## config.mk

```make
export PLATFORM = sky130hd
export DESIGN_NAME = spi_tx_feeder_flat
export DESIGN_NICKNAME = d
export VERILOG_FILES = /design/src/rtl/orb_spi_pkg.sv /design/src/rtl/spi_tx_feeder_if.sv /design/src/rtl/spi_tx_feeder_toggle_sync.sv /design/src/rtl/spi_tx_feeder.sv /design/src/flat_wrapper.sv
export SDC_FILE = /design/constraint.sdc
export NUM_CORES = 1
export LEC_CHECK = 0
export CAP_MARGIN = 20
export CORE_MARGIN = 2
export CORE_UTILIZATION = 60
export DETAILED_ROUTE_END_ITERATION = 16
export GPL_TIMING_DRIVEN = 0
export PLACE_DENSITY = 0.85
export SLEW_MARGIN = 5
export SYNTH_ARGS = -nofsm -noshare
export SYNTH_HDL_FRONTEND = slang
export SYNTH_SLANG_ARGS = --single-unit
```

## constraint.sdc

```tcl
create_clock -name clk -period 34.5 [get_ports clk]
set_input_delay 8.625 -clock clk [delete_from_list [all_inputs] [get_ports clk]]
set_output_delay 8.625 -clock clk [all_outputs]
set_load 0.02 [all_outputs]
```

## src/rtl/orb_spi_pkg.sv

```systemverilog
// orb_spi_pkg: shared widths and defaults for the SPI trace transmit/receive path
package orb_spi_pkg;
  localparam int SPI_PKT_W = 128;
  localparam int SPI_RX_W = 32;
  localparam int UNDERRUN_CNT_W = 16;
  typedef logic [SPI_PKT_W-1:0] spi_pkt_t;
  localparam spi_pkt_t IDLE_PATTERN_DEF = '0;
endpackage

```

## src/rtl/spi_tx_feeder_if.sv

```systemverilog
// spi_tx_feeder_if: valid/ready packet handshake from the trace packet producer
interface spi_tx_feeder_if;
  import orb_spi_pkg::*;
  spi_pkt_t in_data;
  logic in_valid;
  logic in_ready;
  modport master(output in_data, output in_valid, input in_ready);
  modport slave(input in_data, input in_valid, output in_ready);
endinterface

```

## src/rtl/spi_tx_feeder_toggle_sync.sv

```systemverilog
// toggle_sync: synchronises a request toggle and emits one req pulse per toggle
module toggle_sync #(
  parameter int SYNC_STAGES = 2
) (
  input  logic clk,
  input  logic rst,
  input  logic tgl,
  output logic req
);
  logic [SYNC_STAGES-1:0] sync_q;
  logic [SYNC_STAGES-1:0] fill_q;
  logic prev_q;
  logic primed_q;
  // The far-side toggle has no known reset value, so the first settled level is absorbed rather than treated as an edge
  always_ff @(posedge clk or negedge rst) begin
    if (!rst) begin
      sync_q <= '0;
      fill_q <= '0;
      prev_q <= 1'b0;
      primed_q <= 1'b0;
    end else begin
      sync_q <= {sync_q[SYNC_STAGES-2:0], tgl};
      fill_q <= {fill_q[SYNC_STAGES-2:0], 1'b1};
      prev_q <= sync_q[SYNC_STAGES-1];
      primed_q <= primed_q | fill_q[SYNC_STAGES-1];
    end
  end
  assign req = primed_q && (sync_q[SYNC_STAGES-1] ^ prev_q);
endmodule

```

## src/rtl/spi_tx_feeder.sv

```systemverilog
// spi_tx_feeder: buffers trace packets and presents one per TxGetNext toggle to the SPI slave
module spi_tx_feeder
  import orb_spi_pkg::*;
#(
  parameter int DEPTH = 4,
  parameter int SYNC_STAGES = 2,
  parameter spi_pkt_t IDLE_PATTERN = IDLE_PATTERN_DEF
) (
  input  logic clk,
  input  logic rst,
  spi_tx_feeder_if.slave up,
  input  logic flush,
  input  logic TxGetNext,
  output spi_pkt_t Tx_packet,
  output logic [$clog2(DEPTH):0] fifo_level,
  output logic [UNDERRUN_CNT_W-1:0] underrun_cnt
);
  localparam int AW = $clog2(DEPTH);
  spi_pkt_t mem [DEPTH];
  logic [AW-1:0] rd_q, wr_q;
  logic req, push, pop, empty, full;
  toggle_sync #(.SYNC_STAGES(SYNC_STAGES)) u_sync (
    .clk(clk),
    .rst(rst),
    .tgl(TxGetNext),
    .req(req)
  );
  assign empty = fifo_level == '0;
  assign full = fifo_level == (AW+1)'(DEPTH);
  assign up.in_ready = !full && !flush;
  assign push = up.in_valid && up.in_ready;
  assign pop = req && !empty;
  always_ff @(posedge clk) begin
    if (push) mem[wr_q] <= up.in_data;
  end
  // A request coinciding with flush is served from the pre-flush head before the queue is cleared
  always_ff @(posedge clk or negedge rst) begin
    if (!rst) begin
      Tx_packet <= IDLE_PATTERN;
      underrun_cnt <= '0;
      rd_q <= '0;
      wr_q <= '0;
      fifo_level <= '0;
    end else begin
      if (req) Tx_packet <= empty ? IDLE_PATTERN : mem[rd_q];
      if (req && empty && underrun_cnt != '1) underrun_cnt <= underrun_cnt + UNDERRUN_CNT_W'(1);
      rd_q <= flush ? '0 : rd_q + AW'(pop);
      wr_q <= flush ? '0 : wr_q + AW'(push);
      fifo_level <= flush ? '0 : fifo_level + (AW+1)'(push) - (AW+1)'(pop);
    end
  end
endmodule
```

## src/flat_wrapper.sv

```systemverilog
// flat-port wrapper written by rule: the top's interface ports become plain ports
module spi_tx_feeder_flat import orb_spi_pkg::*;
#(
  parameter int DEPTH = 4,
  parameter int SYNC_STAGES = 2,
  parameter spi_pkt_t IDLE_PATTERN = IDLE_PATTERN_DEF
)
  (clk, rst, flush, TxGetNext, Tx_packet, fifo_level, underrun_cnt, up_in_data, up_in_valid, up_in_ready);
  spi_tx_feeder_if up_i ();
  input  logic clk;
  input  logic rst;
  input  logic flush;
  input  logic TxGetNext;
  output spi_pkt_t Tx_packet;
  output logic [$clog2(DEPTH):0] fifo_level;
  output logic [UNDERRUN_CNT_W-1:0] underrun_cnt;
  input wire logic [$bits(up_i.in_data)-1:0] up_in_data;
  input wire logic [$bits(up_i.in_valid)-1:0] up_in_valid;
  output wire logic [$bits(up_i.in_ready)-1:0] up_in_ready;
  assign up_i.in_data = up_in_data;
  assign up_i.in_valid = up_in_valid;
  assign up_in_ready = up_i.in_ready;
  spi_tx_feeder #(.DEPTH(DEPTH), .SYNC_STAGES(SYNC_STAGES), .IDLE_PATTERN(IDLE_PATTERN)) u_core (.clk(clk), .rst(rst), .up(up_i), .flush(flush), .TxGetNext(TxGetNext), .Tx_packet(Tx_packet), .fifo_level(fifo_level), .underrun_cnt(underrun_cnt));
endmodule
```

==> results of run 1 <==
-- area by class of cell --
class	instances	area, um^2
flip-flops and latches	669	19300
fillers	2088	9513
multi-input cells	340	4692
repair buffers	328	3348
clock buffers	85	1707
well taps	525	656.9
plain buffers	59	300.3
clock inverters	31	275.3
inverters	4	15.01
diodes	5	12.51
-- stage by stage --
stage	cells	power [mW]
floorplan	1072	1.406
global placement	1877	1.679
detailed placement	1925	1.692
CTS	2041	2.361
global route	2042	2.432
finish	2046	2.347
-- power groups by stage --
| stage | clock network (mW) | logic, mW | registers [mW] |
|---|---|---|---|
| after CTS | 0.670 | 0.648 | 1.04 |
| after floorplan | 0 | 0.263 | 1.14 |
| final | 0.662 | 0.641 | 1.04 |
| after global placement | 0 | 0.614 | 1.06 |
| after detailed placement | 0 | 0.639 | 1.05 |
| after global routing | 0.702 | 0.678 | 1.05 |
-- metal layers --
layer  part of all wire [%]  wire length [um]
met5                  0.069                38
met4                    2.5              1364
met3                    8.4              4653
met1                     37             20730
met2                     52             28540
-- final timing paths --
kind                                    startpoint  cells past startpoint                      end  slack (ps)
hold reg to reg            u_core.u_sync.fill_q[0]                      0  u_core.u_sync.fill_q[1]         350
hold / removal             u_core.u_sync.fill_q[0]                      0  u_core.u_sync.fill_q[1]         350
setup reg to reg              u_core.fifo_level[1]                     11        u_core.mem[0][40]       31260
setup / recovery                             flush                      3              up_in_ready       15690
min in group asynchronous                      rst                      1    u_core.Tx_packet[125]        8040
max in group asynchronous                      rst                      2     u_core.Tx_packet[35]       25570
-- cells in the mapped netlist (2+ instances only) --
cell type | instances | share of area [%]
sky130_fd_sc_hd__buf_4 | 2 | 0.062
sky130_fd_sc_hd__nor2b_1 | 3 | 0.077
sky130_fd_sc_hd__nand2_1 | 8 | 0.12
sky130_fd_sc_hd__and2_1 | 2 | 0.052
sky130_fd_sc_hd__a22o_1 | 128 | 4.6
sky130_fd_sc_hd__dfrtp_1 | 157 | 16
sky130_fd_sc_hd__nor4_2 | 5 | 0.26
sky130_fd_sc_hd__ha_1 | 5 | 0.26
sky130_fd_sc_hd__nor2_1 | 7 | 0.11
sky130_fd_sc_hd__xor2_1 | 15 | 0.54
sky130_fd_sc_hd__and3_1 | 4 | 0.10
sky130_fd_sc_hd__mux4_2 | 128 | 12
sky130_fd_sc_hd__nand3_1 | 3 | 0.062
sky130_fd_sc_hd__buf_6 | 5 | 0.23
sky130_fd_sc_hd__xnor2_1 | 3 | 0.11
sky130_fd_sc_hd__edfxtp_1 | 512 | 63
sky130_fd_sc_hd__buf_1 | 3 | 0.046
sky130_fd_sc_hd__nor3_1 | 3 | 0.062
sky130_fd_sc_hd__buf_2 | 27 | 0.56
sky130_fd_sc_hd__inv_1 | 4 | 0.062
sky130_fd_sc_hd__nor3_2 | 2 | 0.082
sky130_fd_sc_hd__clkbuf_1 | 22 | 0.34
sky130_fd_sc_hd__mux2_2 | 3 | 0.14
sky130_fd_sc_hd__nor3b_1 | 3 | 0.093
sky130_fd_sc_hd__nand4_1 | 5 | 0.13
-- cells in the final DEF (no fill, tap or decap), drive strengths merged --
cell type,n
nor4b,2
inv,6
clkinv,21
ha,5
and2,2
a22o,128
and3,4
nand4,5
mux2,3
nor2b,3
nor4,7
bufinv,3
o21ai,1
nor3b,4
clkdlybuf4s50,279
nor2,8
nand2,8
conb,1
mux4,128
clkbuf,107
dfrtp,157
diode,5
nor3,5
fa,1
nand2b,1
or2,1
nand3,4
a21oi,1
edfxtp,512
xnor2,3
xor2,15
clkinvlp,5
buf,86
-- sequential cells by signal, indices dropped and copies added, names as in the netlist --
name / count
u_core.rd_q: 2
u_core.u_sync.fill_q: 2
u_core.Tx_packet: 128
u_core.wr_q: 2
u_core.u_sync.primed_q: 1
u_core.u_sync.prev_q: 1
u_core.underrun_cnt: 16
u_core.fifo_level: 3
u_core.mem: 512
u_core.u_sync.sync_q: 2
-- cell families (layout without fill, tap and decap cells) --
kind of cell    after synthesis  after routing  synth area share [%]
buf+inv                      63            507                 1.298
fa+ha+maj                     6              6                0.3400
xor+xnor                     18             18                0.6491
flops                       669            669                 79.47
compound gates              130            130                 4.656
other cells                   1              6               0.01544
mux                         131            131                 12.01
simple gates                 54             54                 1.566
==> report_table.html, run 1 <==
<table>
<tr><th>Metric</th><th>Value</th></tr>
<tr><th colspan="2">Critical path</th></tr>
<tr><td>Critical Path End Type</td><td>output port</td></tr>
<tr><td>Type of the setup path with the least slack</td><td>in2out</td></tr>
<tr><td>Cell occurring most often along the worst timing path</td><td>sky130_fd_sc_hd__clkdlybuf4s50_1</td></tr>
<tr><td>Data arrival time of the critical path</td><td>~10000 ps</td></tr>
<tr><td>CP top delay family</td><td>buffers and inverters</td></tr>
<tr><td>Cell chain of the critical path</td><td>clkdlybuf4s50_1 -&gt; a21oi_1 -&gt; clkdlybuf4s50_1</td></tr>
<tr><td>Worst endpoint required time</td><td>25870 ps</td></tr>
<tr><td>Sum of buffers and inverters on the critical path</td><td>2</td></tr>
<tr><td>Peak per-stage delay on the critical path</td><td>about 700 ps</td></tr>
<tr><td>Kind of start point of the critical path</td><td>input pin</td></tr>
<tr><td>Crit Path Max Fanout</td><td>8</td></tr>
<tr><td>Crit path max-delay cell type</td><td>sky130_fd_sc_hd__clkdlybuf4s50_1</td></tr>
<tr><th colspan="2">Timing</th></tr>
<tr><td>Setup repair after global routing missed its margin</td><td>no</td></tr>
<tr><td>Final period utilization</td><td>roughly 55%</td></tr>
<tr><td>Total of endpoints with negative setup slack in the final report</td><td>0</td></tr>
<tr><td>Minimum clock period after layout</td><td>~19000 ps</td></tr>
<tr><td>Maximum clock frequency</td><td>between 50 and 60 MHz</td></tr>
<tr><td>Final critical-path setup slack</td><td>~16000 ps</td></tr>
<tr><td>Worst Hold Slack</td><td>~350 ps</td></tr>
<tr><td>Total count of hold-check failures in the final report</td><td>0</td></tr>
<tr><td>Post-Route Setup TNS</td><td>0 ps</td></tr>
<tr><td>Clk_skew</td><td>44.95 ps</td></tr>
<tr><td>Tightest slew margin relative to the limit</td><td>38.82%</td></tr>
<tr><td>Pins over their slew limit</td><td>0</td></tr>
<tr><td>Worst-margin pin slew</td><td>about 900 ps</td></tr>
<tr><th colspan="2">Floorplanning</th></tr>
<tr><td>Area of the die</td><td>roughly 0.042 mm^2</td></tr>
<tr><td>Starting density of the core</td><td>61.00%</td></tr>
<tr><td>Site row count</td><td>73</td></tr>
<tr><td>I/O Pins</td><td>around 280</td></tr>
<tr><td>Area of the core</td><td>0.03982 mm^2</td></tr>
<tr><td>Horizontal die dimension</td><td>roughly 210 um</td></tr>
<tr><td>Chip Height</td><td>around 210 um</td></tr>
<tr><th colspan="2">Finish</th></tr>
<tr><td>Final Cell Area</td><td>about 0.030 mm^2</td></tr>
<tr><td>Layout cell share with drive strength beyond 1</td><td>about a fifth</td></tr>
<tr><td>Fin nets</td><td>approximately 1600</td></tr>
<tr><td>Area Overhead vs Synth</td><td>24.78%</td></tr>
<tr><td>Fraction of the core area covered by cells at the end of the flow</td><td>between 70% and 80%</td></tr>
<tr><th colspan="2">Global routing</th></tr>
<tr><td>Antenna violations before repair</td><td>5</td></tr>
<tr><td>Largest net degree at the start of global routing</td><td>between 90 and 100</td></tr>
<tr><td>Met1 Resource Use GR</td><td>34.43%</td></tr>
<tr><td>Sum of overflow across all layers after global routing</td><td>0</td></tr>
<tr><td>GRT Overall Usage</td><td>26.77%</td></tr>
<tr><td>Via count of the first global-routing pass</td><td>around 13000</td></tr>
<tr><td>Met3 track demand over resource</td><td>~7.5%</td></tr>
<tr><td>Wire length of the first global-routing pass</td><td>~80000 um</td></tr>
<tr><td>Most congested layer reported by global routing</td><td>met2</td></tr>
<tr><td>Met2 track demand over resource in global routing</td><td>45.49%</td></tr>
<tr><th colspan="2">Yosys</th></tr>
<tr><td>Sequential element share of the synthesized area</td><td>between 70% and 80%</td></tr>
<tr><td>Gate Count Post-Synth</td><td>between 1000 and 1500</td></tr>
<tr><td>Flip-flop and latch count after synthesis</td><td>669</td></tr>
<tr><td>Number of distinct library cell variants in the gate-level netlist after synthesis</td><td>38</td></tr>
<tr><td>Cell area after synthesis</td><td>0.02429 mm^2</td></tr>
<tr><td>Most instantiated flip-flop cell in the synthesis netlist</td><td>sky130_fd_sc_hd__edfxtp_1</td></tr>
<tr><td>Synthesized net count</td><td>1211</td></tr>
<tr><td>Synth warnings</td><td>0</td></tr>
<tr><td>Syn Area/Cell</td><td>~23 um^2</td></tr>
<tr><td>EDFF count, synth</td><td>about 510</td></tr>
<tr><td>Fraction of registers with async set or reset after synthesis</td><td>23.47%</td></tr>
<tr><th colspan="2">Drt</th></tr>
<tr><td>Remaining antenna violation count</td><td>0</td></tr>
<tr><td>Mean routed wirelength per cell</td><td>27.04 um</td></tr>
<tr><td>DRC</td><td>0</td></tr>
<tr><td>Per-cell via count in the routed design</td><td>roughly 6.1</td></tr>
<tr><td>Total iterations of the first detailed-routing run</td><td>5</td></tr>
<tr><td>Vias post-DR</td><td>approximately 13000</td></tr>
<tr><td>Total wire length after detailed routing</td><td>55330 um</td></tr>
<tr><td>Detailed Route Iter0 Violations</td><td>roughly 1100</td></tr>
<tr><th colspan="2">Pwr</th></tr>
<tr><td>Net load switching power</td><td>just under 0.7 mW</td></tr>
<tr><td>Part of the total power dissipated in sequential elements</td><td>approximately 45%</td></tr>
<tr><td>Int Power</td><td>roughly 1.7 mW</td></tr>
<tr><td>Power per unit of standard cell area</td><td>77.42 mW/mm^2</td></tr>
<tr><td>Clock network power share</td><td>between 20% and 30%</td></tr>
<tr><td>Gate power share</td><td>27.3%</td></tr>
<tr><td>Switching part of the total power</td><td>roughly 29%</td></tr>
<tr><td>Leakage power</td><td>~11 nW</td></tr>
<tr><td>Peak ir drop on the vdd network</td><td>about 59 uV</td></tr>
<tr><th colspan="2">Place</th></tr>
<tr><td>Pre-CTS setup slack</td><td>approximately 16000 ps</td></tr>
<tr><td>DPL Wire Length</td><td>about 35000 um</td></tr>
<tr><td>Placed instance area</td><td>0.02832 mm^2</td></tr>
<tr><td>Number of buffers added on ports</td><td>280</td></tr>
<tr><td>Gpl congestion</td><td>0.8250</td></tr>
<tr><th colspan="2">CTS</th></tr>
<tr><td>Post-CTS Hold Buffers</td><td>0</td></tr>
<tr><td>Number of CTS-inserted buffers</td><td>between 60 and 70</td></tr>
<tr><td>Clock tree from TritonCTS</td><td>yes</td></tr>
<tr><td>Number of gates given a new drive strength after cts</td><td>0</td></tr>
<tr><td>H-tree depth reported by CTS</td><td>2</td></tr>
<tr><td>Postcts setup bufs</td><td>0</td></tr>
<tr><td>Clock root buffer master</td><td>sky130_fd_sc_hd__clkbuf_16</td></tr>
<tr><td>Clock slew at reported path FFs</td><td>about 60 ps</td></tr>
<tr><td>Clock latency on the worst-skew pair</td><td>between 600 and 700 ps</td></tr>
<tr><td>Number of buffers on the longest clock path</td><td>3</td></tr>
<tr><td>Clk sink count</td><td>between 600 and 700</td></tr>
<tr><th colspan="2">Worst hold path</th></tr>
<tr><td>Class of the tightest hold or removal check</td><td>reg2reg</td></tr>
<tr><th colspan="2">Run</th></tr>
<tr><td>Max-cap check violation count</td><td>0</td></tr>
<tr><th colspan="2">Status</th></tr>
<tr><td>Outcome</td><td>finished, final reports clean</td></tr>
</table>
(Power assumes the default switching activity.)
==> inputs of run 2 (changes only) <==
- CORE_UTILIZATION: 60 -> 56
- PLACE_DENSITY: 0.85 -> 0.8
- clock period: 34.5 -> 17.7 ns (I/O delays scaled with it)
==> run 2 against run 1 <==
Against the previous run:
- global-route usage decreased by 2.9 points
- die area increased by 7.0%
- combinational power increased by 92%
- core utilization decreased by 4.7 points
- hold slack got worse by 3.1 ps
- critical path type unchanged
==> report_table.html, run 2 (synthesized netlist as in run 1, its figures left out) <==
<table>
<tr><th>Metric</th><th>Value</th></tr>
<tr><th colspan="2">Status</th></tr>
<tr><td>Outcome</td><td>finished, final reports clean</td></tr>
<tr><th colspan="2">Critical path</th></tr>
<tr><td>Cell chain of the critical path</td><td>clkdlybuf4s50_1 -&gt; a21oi_1 -&gt; clkdlybuf4s50_1</td></tr>
<tr><td>Worst reg2reg path endpoint</td><td>u_core.fifo_level[2]</td></tr>
<tr><td>Peak per-stage delay on the critical path</td><td>between 600 and 700 ps</td></tr>
<tr><td>Critical Path End Type</td><td>output port</td></tr>
<tr><td>Kind of start point of the critical path</td><td>input pin</td></tr>
<tr><td>Crit path max-delay cell type</td><td>sky130_fd_sc_hd__clkdlybuf4s50_1</td></tr>
<tr><td>Worst endpoint required time</td><td>13280 ps</td></tr>
<tr><td>Crit Path Max Fanout</td><td>8</td></tr>
<tr><td>Beginning of the worst register-to-register path</td><td>u_core.u_sync.sync_q[1]</td></tr>
<tr><td>Internal reg-to-reg setup slack</td><td>approximately 15000 ps</td></tr>
<tr><td>Worst R2R Path Depth</td><td>12</td></tr>
<tr><td>Data arrival time of the critical path</td><td>roughly 6000 ps</td></tr>
<tr><td>Cell occurring most often along the worst timing path</td><td>sky130_fd_sc_hd__clkdlybuf4s50_1</td></tr>
<tr><td>Type of the setup path with the least slack</td><td>in2out</td></tr>
<tr><th colspan="2">Place</th></tr>
<tr><td>Placed instance area</td><td>~0.028 mm^2</td></tr>
<tr><td>DPL Wire Length</td><td>33200 um</td></tr>
<tr><td>Gpl congestion</td><td>roughly 0.74</td></tr>
<tr><td>Placed cell count</td><td>between 1500 and 2000</td></tr>
<tr><td>Number of buffers added on ports</td><td>between 200 and 300</td></tr>
<tr><th colspan="2">Drt</th></tr>
<tr><td>Remaining antenna violation count</td><td>0</td></tr>
<tr><td>Total iterations of the first detailed-routing run</td><td>5</td></tr>
<tr><td>Per-cell via count in the routed design</td><td>just under 6</td></tr>
<tr><td>Mean routed wirelength per cell</td><td>~25 um</td></tr>
<tr><td>Detailed Route Iter0 Violations</td><td>~1000</td></tr>
<tr><td>Vias post-DR</td><td>between 10000 and 15000</td></tr>
<tr><td>Total wire length after detailed routing</td><td>around 53000 um</td></tr>
<tr><td>DRC</td><td>0</td></tr>
<tr><th colspan="2">Floorplanning</th></tr>
<tr><td>I/O Pins</td><td>~280</td></tr>
<tr><td>Horizontal die dimension</td><td>roughly 210 um</td></tr>
<tr><td>Starting density of the core</td><td>a little under three fifths</td></tr>
<tr><td>Chip Height</td><td>212.3 um</td></tr>
<tr><td>Area of the core</td><td>roughly 0.043 mm^2</td></tr>
<tr><td>Area of the die</td><td>around 0.045 mm^2</td></tr>
<tr><td>Site row count</td><td>76</td></tr>
<tr><th colspan="2">Pwr</th></tr>
<tr><td>Peak ir drop on the vdd network</td><td>124.8 uV</td></tr>
<tr><td>Leakage power</td><td>between 10 and 15 nW</td></tr>
<tr><td>Total power</td><td>4.713 mW</td></tr>
<tr><td>Power per unit of standard cell area</td><td>153.7 mW/mm^2</td></tr>
<tr><th colspan="2">Global routing</th></tr>
<tr><td>Largest net degree at the start of global routing</td><td>85</td></tr>
<tr><td>GRT Overall Usage</td><td>23.87%</td></tr>
<tr><td>Via count of the first global-routing pass</td><td>about 13000</td></tr>
<tr><td>Antenna violations before repair</td><td>6</td></tr>
<tr><td>Wire length of the first global-routing pass</td><td>around 80000 um</td></tr>
<tr><td>Sum of overflow across all layers after global routing</td><td>0</td></tr>
<tr><th colspan="2">Timing</th></tr>
<tr><td>Total count of hold-check failures in the final report</td><td>0</td></tr>
<tr><td>Total of endpoints with negative setup slack in the final report</td><td>0</td></tr>
<tr><td>Worst Hold Slack</td><td>351.7 ps</td></tr>
<tr><td>Clk_skew</td><td>between 20 and 25 ps</td></tr>
<tr><td>Maximum clock frequency</td><td>96.32 MHz</td></tr>
<tr><td>Pins over their slew limit</td><td>0</td></tr>
<tr><td>Final period utilization</td><td>58.66%</td></tr>
<tr><td>Minimum clock period after layout</td><td>slightly above 10000 ps</td></tr>
<tr><td>Worst-margin pin slew</td><td>roughly 1000 ps</td></tr>
<tr><td>Post-Route Setup TNS</td><td>0 ps</td></tr>
<tr><td>Tightest slew margin relative to the limit</td><td>between 30% and 40%</td></tr>
<tr><td>Setup repair after global routing missed its margin</td><td>no</td></tr>
<tr><th colspan="2">CTS</th></tr>
<tr><td>Clock tree from TritonCTS</td><td>yes</td></tr>
<tr><td>Clk sink count</td><td>669</td></tr>
<tr><td>Post-CTS Hold Buffers</td><td>0</td></tr>
<tr><td>Number of buffers on the longest clock path</td><td>3</td></tr>
<tr><td>Postcts setup bufs</td><td>0</td></tr>
<tr><td>Clock root buffer master</td><td>sky130_fd_sc_hd__clkbuf_16</td></tr>
<tr><td>Number of CTS-inserted buffers</td><td>69</td></tr>
<tr><td>H-tree depth reported by CTS</td><td>3</td></tr>
<tr><td>Clock slew at reported path FFs</td><td>roughly 50 ps</td></tr>
<tr><td>Number of gates given a new drive strength after cts</td><td>0</td></tr>
<tr><td>Clock latency on the worst-skew pair</td><td>600 ps</td></tr>
<tr><th colspan="2">Finish</th></tr>
<tr><td>Final instance count without filler cells</td><td>2117</td></tr>
<tr><td>Register area</td><td>slightly below 0.02 mm^2</td></tr>
<tr><td>Final Cell Area</td><td>slightly above 0.03 mm^2</td></tr>
<tr><td>Area used by multi-input combinational logic</td><td>between 0.004 and 0.005 mm^2</td></tr>
<tr><td>Top flop regs</td><td>u_core.mem (512), u_core.Tx_packet (128), u_core.underrun_cnt (16)</td></tr>
<tr><td>Commonest non-fill, non-tap cells in the layout</td><td>512 x sky130_fd_sc_hd__edfxtp_1, 279 x sky130_fd_sc_hd__clkdlybuf4s50_1, 157 x sky130_fd_sc_hd__dfrtp_1</td></tr>
<tr><td>Top register by number of flip-flops</td><td>u_core.mem</td></tr>
<tr><td>Max FFs per register</td><td>a little over 500</td></tr>
<tr><td>Layout cell share with drive strength beyond 1</td><td>a little over a fifth</td></tr>
<tr><td>Fin nets</td><td>~1600</td></tr>
<tr><td>Commonest non-fill, non-tap cell in the layout</td><td>sky130_fd_sc_hd__edfxtp_1</td></tr>
<tr><td>Area Overhead vs Synth</td><td>26.27%</td></tr>
<tr><td>Count of filler cells inserted in the layout</td><td>approximately 2500</td></tr>
<tr><th colspan="2">Worst hold path</th></tr>
<tr><td>Hold Path Sink</td><td>u_core.u_sync.fill_q[1]</td></tr>
<tr><td>Class of the tightest hold or removal check</td><td>reg2reg</td></tr>
<tr><td>Origin of the worst min-delay path</td><td>u_core.u_sync.fill_q[0]</td></tr>
<tr><td>Number of cells traversed by the worst hold path</td><td>0</td></tr>
<tr><th colspan="2">Run</th></tr>
<tr><td>Max-cap check violation count</td><td>0</td></tr>
</table>
## run 2: stage by stage
| stage | setup slack [ps] | utilization [%] |
|---|---|---|
| after floorplan | 2554 | - |
| after global placement | -5875 | 64.74 |
| after detailed placement | 7328 | 65.98 |
| after CTS | 7312 | 71.34 |
| after global routing | 7246 | 71.35 |
| final | 7318 | 71.36 |
## run 2: layout make-up
| type | instances | area share (%) |
|---|---|---|
| flip-flops and latches | 669 | 62.93 |
| repair buffers | 328 | 10.81 |
| multi-input cells | 340 | 15.30 |
| well taps | 585 | 2.386 |
| clock buffers | 92 | 6.282 |
| diodes | 4 | 0.03263 |
| inverters | 4 | 0.04895 |
| plain buffers | 59 | 0.9790 |
| clock inverters | 36 | 1.232 |
## run 2: where the power goes
part	total, mW	switching [mW]	internal (mW)
Clock	1.46	0.586	0.873
Combinational	1.23	0.611	0.618
Sequential	2.03	0.125	1.90
## run 2: critical path, delay by kind of cell
family	cells	cell delay, ps
buf+inv	2	1260
compound gates	1	260
## run 2: worst max-delay path by stage
stage / from / to / slack (ps) / cells after the start
2_1_floorplan: flush / u_core.mem[1][0] / 2550 / 3
3_3_place_gp: flush / u_core.mem[1][36] / -5880 / 4
3_5_place_dp: flush / up_in_ready / 7330 / 3
4_1_cts: flush / up_in_ready / 7310 / 3
5_1_grt: flush / up_in_ready / 7250 / 3
6_report: flush / up_in_ready / 7320 / 3
## run 2: per-layer routing
metal	global-route usage [%]	wire length (um)	vias up
met5	0	46	-
met1	31.92	20700	6456
met3	6.898	4231	102
met2	38.42	26160	474
li1	-	-	5290
met4	7.692	1364	6
==> inputs of run 3 (changes only) <==
- CORE_UTILIZATION: 56 -> 50
- PLACE_DENSITY: 0.8 -> 0.75
- clock period: 17.7 -> 8.6 ns (I/O delays scaled with it)
==> run 3 against run 2 <==
Against the previous run:
- non-clock buffer count down 14
- hold slack worse by 4.2 ps
- power up 100%
- first-iteration DRC count down 24%
- combinational power up 110%
- final area up 0.44%
==> report_table.html, run 3 (synthesized netlist as in run 1, its figures left out) <==
<table>
<tr><th>Metric</th><th>Value</th></tr>
<tr><th colspan="2">Floorplanning</th></tr>
<tr><td>Chip Height</td><td>~220 um</td></tr>
<tr><td>Horizontal die dimension</td><td>around 220 um</td></tr>
<tr><td>Site row count</td><td>80</td></tr>
<tr><td>Area of the die</td><td>about 0.05 mm^2</td></tr>
<tr><td>I/O Pins</td><td>roughly 280</td></tr>
<tr><td>Starting density of the core</td><td>50.77%</td></tr>
<tr><td>Area of the core</td><td>between 0.04 and 0.05 mm^2</td></tr>
<tr><th colspan="2">Global routing</th></tr>
<tr><td>Sum of overflow across all layers after global routing</td><td>0</td></tr>
<tr><td>Largest net degree at the start of global routing</td><td>between 80 and 90</td></tr>
<tr><td>Via count of the first global-routing pass</td><td>around 13000</td></tr>
<tr><td>Wire length of the first global-routing pass</td><td>just under 80000 um</td></tr>
<tr><td>Antenna violations before repair</td><td>10</td></tr>
<tr><td>GRT Overall Usage</td><td>a little over a fifth</td></tr>
<tr><th colspan="2">Timing</th></tr>
<tr><td>Post-Route Setup TNS</td><td>0 ps</td></tr>
<tr><td>Total count of hold-check failures in the final report</td><td>0</td></tr>
<tr><td>Final period utilization</td><td>between 60% and 70%</td></tr>
<tr><td>Minimum clock period after layout</td><td>~5800 ps</td></tr>
<tr><td>Tightest slew margin relative to the limit</td><td>about 48%</td></tr>
<tr><td>Setup repair after global routing missed its margin</td><td>no</td></tr>
<tr><td>Maximum clock frequency</td><td>between 150 and 200 MHz</td></tr>
<tr><td>Worst-margin pin slew</td><td>775.0 ps</td></tr>
<tr><td>Clk_skew</td><td>approximately 15 ps</td></tr>
<tr><td>Total of endpoints with negative setup slack in the final report</td><td>0</td></tr>
<tr><td>Pins over their slew limit</td><td>0</td></tr>
<tr><th colspan="2">Pwr</th></tr>
<tr><td>Power per unit of standard cell area</td><td>between 300 and 400 mW/mm^2</td></tr>
<tr><td>Leakage power</td><td>about 11 nW</td></tr>
<tr><td>Peak ir drop on the vdd network</td><td>approximately 220 uV</td></tr>
<tr><td>Part of the total power dissipated in sequential elements</td><td>43.3%</td></tr>
<tr><td>Gate power share</td><td>a little over a quarter</td></tr>
<tr><td>Int Power</td><td>6.936 mW</td></tr>
<tr><td>Net load switching power</td><td>approximately 2.7 mW</td></tr>
<tr><td>Clock network power share</td><td>a little under a third</td></tr>
<tr><td>Switching part of the total power</td><td>27.90%</td></tr>
<tr><th colspan="2">Place</th></tr>
<tr><td>Number of buffers added on ports</td><td>280</td></tr>
<tr><td>Gpl congestion</td><td>between 0.7 and 0.8</td></tr>
<tr><td>Placed cell count</td><td>2001</td></tr>
<tr><td>DPL Wire Length</td><td>33490 um</td></tr>
<tr><th colspan="2">Finish</th></tr>
<tr><td>Top flop regs</td><td>u_core.mem (512), u_core.Tx_packet (128), u_core.underrun_cnt (16)</td></tr>
<tr><td>Final instance count without filler cells</td><td>~2100</td></tr>
<tr><td>Area Overhead vs Synth</td><td>26.83%</td></tr>
<tr><td>Max FFs per register</td><td>just over 500</td></tr>
<tr><td>Commonest non-fill, non-tap cells in the layout</td><td>512 x sky130_fd_sc_hd__edfxtp_1, 279 x sky130_fd_sc_hd__clkdlybuf4s50_1, 157 x sky130_fd_sc_hd__dfrtp_1</td></tr>
<tr><td>Layout cell share with drive strength beyond 1</td><td>between 20% and 30%</td></tr>
<tr><td>Top register by number of flip-flops</td><td>u_core.mem</td></tr>
<tr><td>Commonest non-fill, non-tap cell in the layout</td><td>sky130_fd_sc_hd__edfxtp_1</td></tr>
<tr><td>Fin nets</td><td>~1600</td></tr>
<tr><th colspan="2">CTS</th></tr>
<tr><td>Number of gates given a new drive strength after cts</td><td>0</td></tr>
<tr><td>Postcts setup bufs</td><td>0</td></tr>
<tr><td>Clock latency on the worst-skew pair</td><td>580 ps</td></tr>
<tr><td>Post-CTS Hold Buffers</td><td>0</td></tr>
<tr><td>Clock root buffer master</td><td>sky130_fd_sc_hd__clkbuf_16</td></tr>
<tr><td>Number of buffers on the longest clock path</td><td>3</td></tr>
<tr><td>Clk sink count</td><td>669</td></tr>
<tr><td>H-tree depth reported by CTS</td><td>3</td></tr>
<tr><td>Clock tree from TritonCTS</td><td>yes</td></tr>
<tr><td>Clock slew at reported path FFs</td><td>roughly 60 ps</td></tr>
<tr><td>Number of CTS-inserted buffers</td><td>between 60 and 70</td></tr>
<tr><th colspan="2">Critical path</th></tr>
<tr><td>Critical Path End Type</td><td>output port</td></tr>
<tr><td>Data arrival time of the critical path</td><td>approximately 3600 ps</td></tr>
<tr><td>Crit Path Max Fanout</td><td>8</td></tr>
<tr><td>Kind of start point of the critical path</td><td>input pin</td></tr>
<tr><td>Type of the setup path with the least slack</td><td>in2out</td></tr>
<tr><td>Worst endpoint required time</td><td>6450 ps</td></tr>
<tr><th colspan="2">Drt</th></tr>
<tr><td>Total wire length after detailed routing</td><td>52010 um</td></tr>
<tr><td>Per-cell via count in the routed design</td><td>roughly 5.7</td></tr>
<tr><td>Mean routed wirelength per cell</td><td>between 20 and 25 um</td></tr>
<tr><td>Total iterations of the first detailed-routing run</td><td>7</td></tr>
<tr><td>Vias post-DR</td><td>around 12000</td></tr>
<tr><td>Detailed Route Iter0 Violations</td><td>between 700 and 800</td></tr>
<tr><td>Remaining antenna violation count</td><td>0</td></tr>
<tr><td>DRC</td><td>0</td></tr>
<tr><th colspan="2">Run</th></tr>
<tr><td>Max-cap check violation count</td><td>0</td></tr>
<tr><th colspan="2">Worst hold path</th></tr>
<tr><td>Class of the tightest hold or removal check</td><td>reg2reg</td></tr>
<tr><th colspan="2">Status</th></tr>
<tr><td>Outcome</td><td>finished, final reports clean</td></tr>
</table>
run 3: cell count changes in the layout (fill, tap and decap cells not counted), moves of 4 or more:
| cell | delta |
|---|---|
| sky130_fd_sc_hd__buf_4 | -27 |
| sky130_fd_sc_hd__buf_8 | +21 |
| sky130_fd_sc_hd__buf_6 | -16 |
| sky130_fd_sc_hd__buf_16 | +8 |
| sky130_fd_sc_hd__inv_6 | -5 |
| sky130_fd_sc_hd__clkbuf_1 | +4 |
run 3: area by class of cell:
class | instances | area (um^2)
antenna | 5 | 12.51
buffer | 59 | 300.3
clock buffer | 96 | 1953
clock inverter | 28 | 274.0
fill | 3219 | 17040
inverter | 4 | 15.01
multi-input combinational | 340 | 4711
sequential | 669 | 19300
tap | 615 | 769.5
timing repair buffer | 314 | 3468
run 3: worst paths after layout:
kind | startpoint | to | slack, ps | depth (start not counted)
worst max-delay path | flush | up_in_ready | 2830 | 3
worst min-delay path | u_core.u_sync.fill_q[0] | u_core.u_sync.fill_q[1] | 350 | 0
worst max register to register | u_core.u_sync.sync_q[1] | u_core.fifo_level[2] | 5670 | 12
worst min register to register | u_core.u_sync.fill_q[0] | u_core.u_sync.fill_q[1] | 350 | 0
max in group asynchronous | rst | u_core.Tx_packet[50] | 6040 | 2
min in group asynchronous | rst | u_core.underrun_cnt[11] | 1550 | 1
run 3: per-layer routing:
metal	wire length, um	vias to the layer above	global-route usage (%)	part of all wire [%]
met3	3865	84	6.845	7.4
met1	21610	6504	28.32	42
met4	1071	14	5.811	2.1
met2	25370	363	33.33	49
met5	91	-	0	0.17
li1	-	5248	-	-
run 3: power by group through the flow:
| stage | Sequential, mW | Combinational (mW) | Clock, mW |
|---|---|---|---|
| 3_5_place_dp | 4.22 | 2.58 | 0 |
| 5_1_grt | 4.21 | 2.71 | 3.11 |
| 3_3_place_gp | 4.25 | 2.49 | 0 |
| 4_1_cts | 4.17 | 2.59 | 2.98 |
| 2_1_floorplan | 4.57 | 1.05 | 0 |
| 6_report | 4.17 | 2.54 | 2.91 |
run 3: worst max-delay path: stages:
cell and delay, ps:
sky130_fd_sc_hd__clkdlybuf4s50_1 570, sky130_fd_sc_hd__a21oi_1 250, sky130_fd_sc_hd__clkdlybuf4s50_1 640
run 3: stage by stage:
| stage | cell area (um^2) | worst slack, ps | hold WS, ps | utilization, % | total power, mW |
|---|---|---|---|---|---|
| 2_1_floorplan | 24310 | 251.5 | 331.2 | - | 5.623 |
| 3_3_place_gp | 27880 | -4545 | 332.9 | 58.27 | 6.735 |
| 3_5_place_dp | 28570 | 2888 | 334.7 | 59.71 | 6.798 |
| 4_1_cts | 30790 | 2834 | 347.7 | 64.36 | 9.738 |
| 5_1_grt | 30800 | 2753 | 358.8 | 64.37 | 10.02 |
| 6_report | 30810 | 2830 | 347.5 | 64.39 | 9.621 |
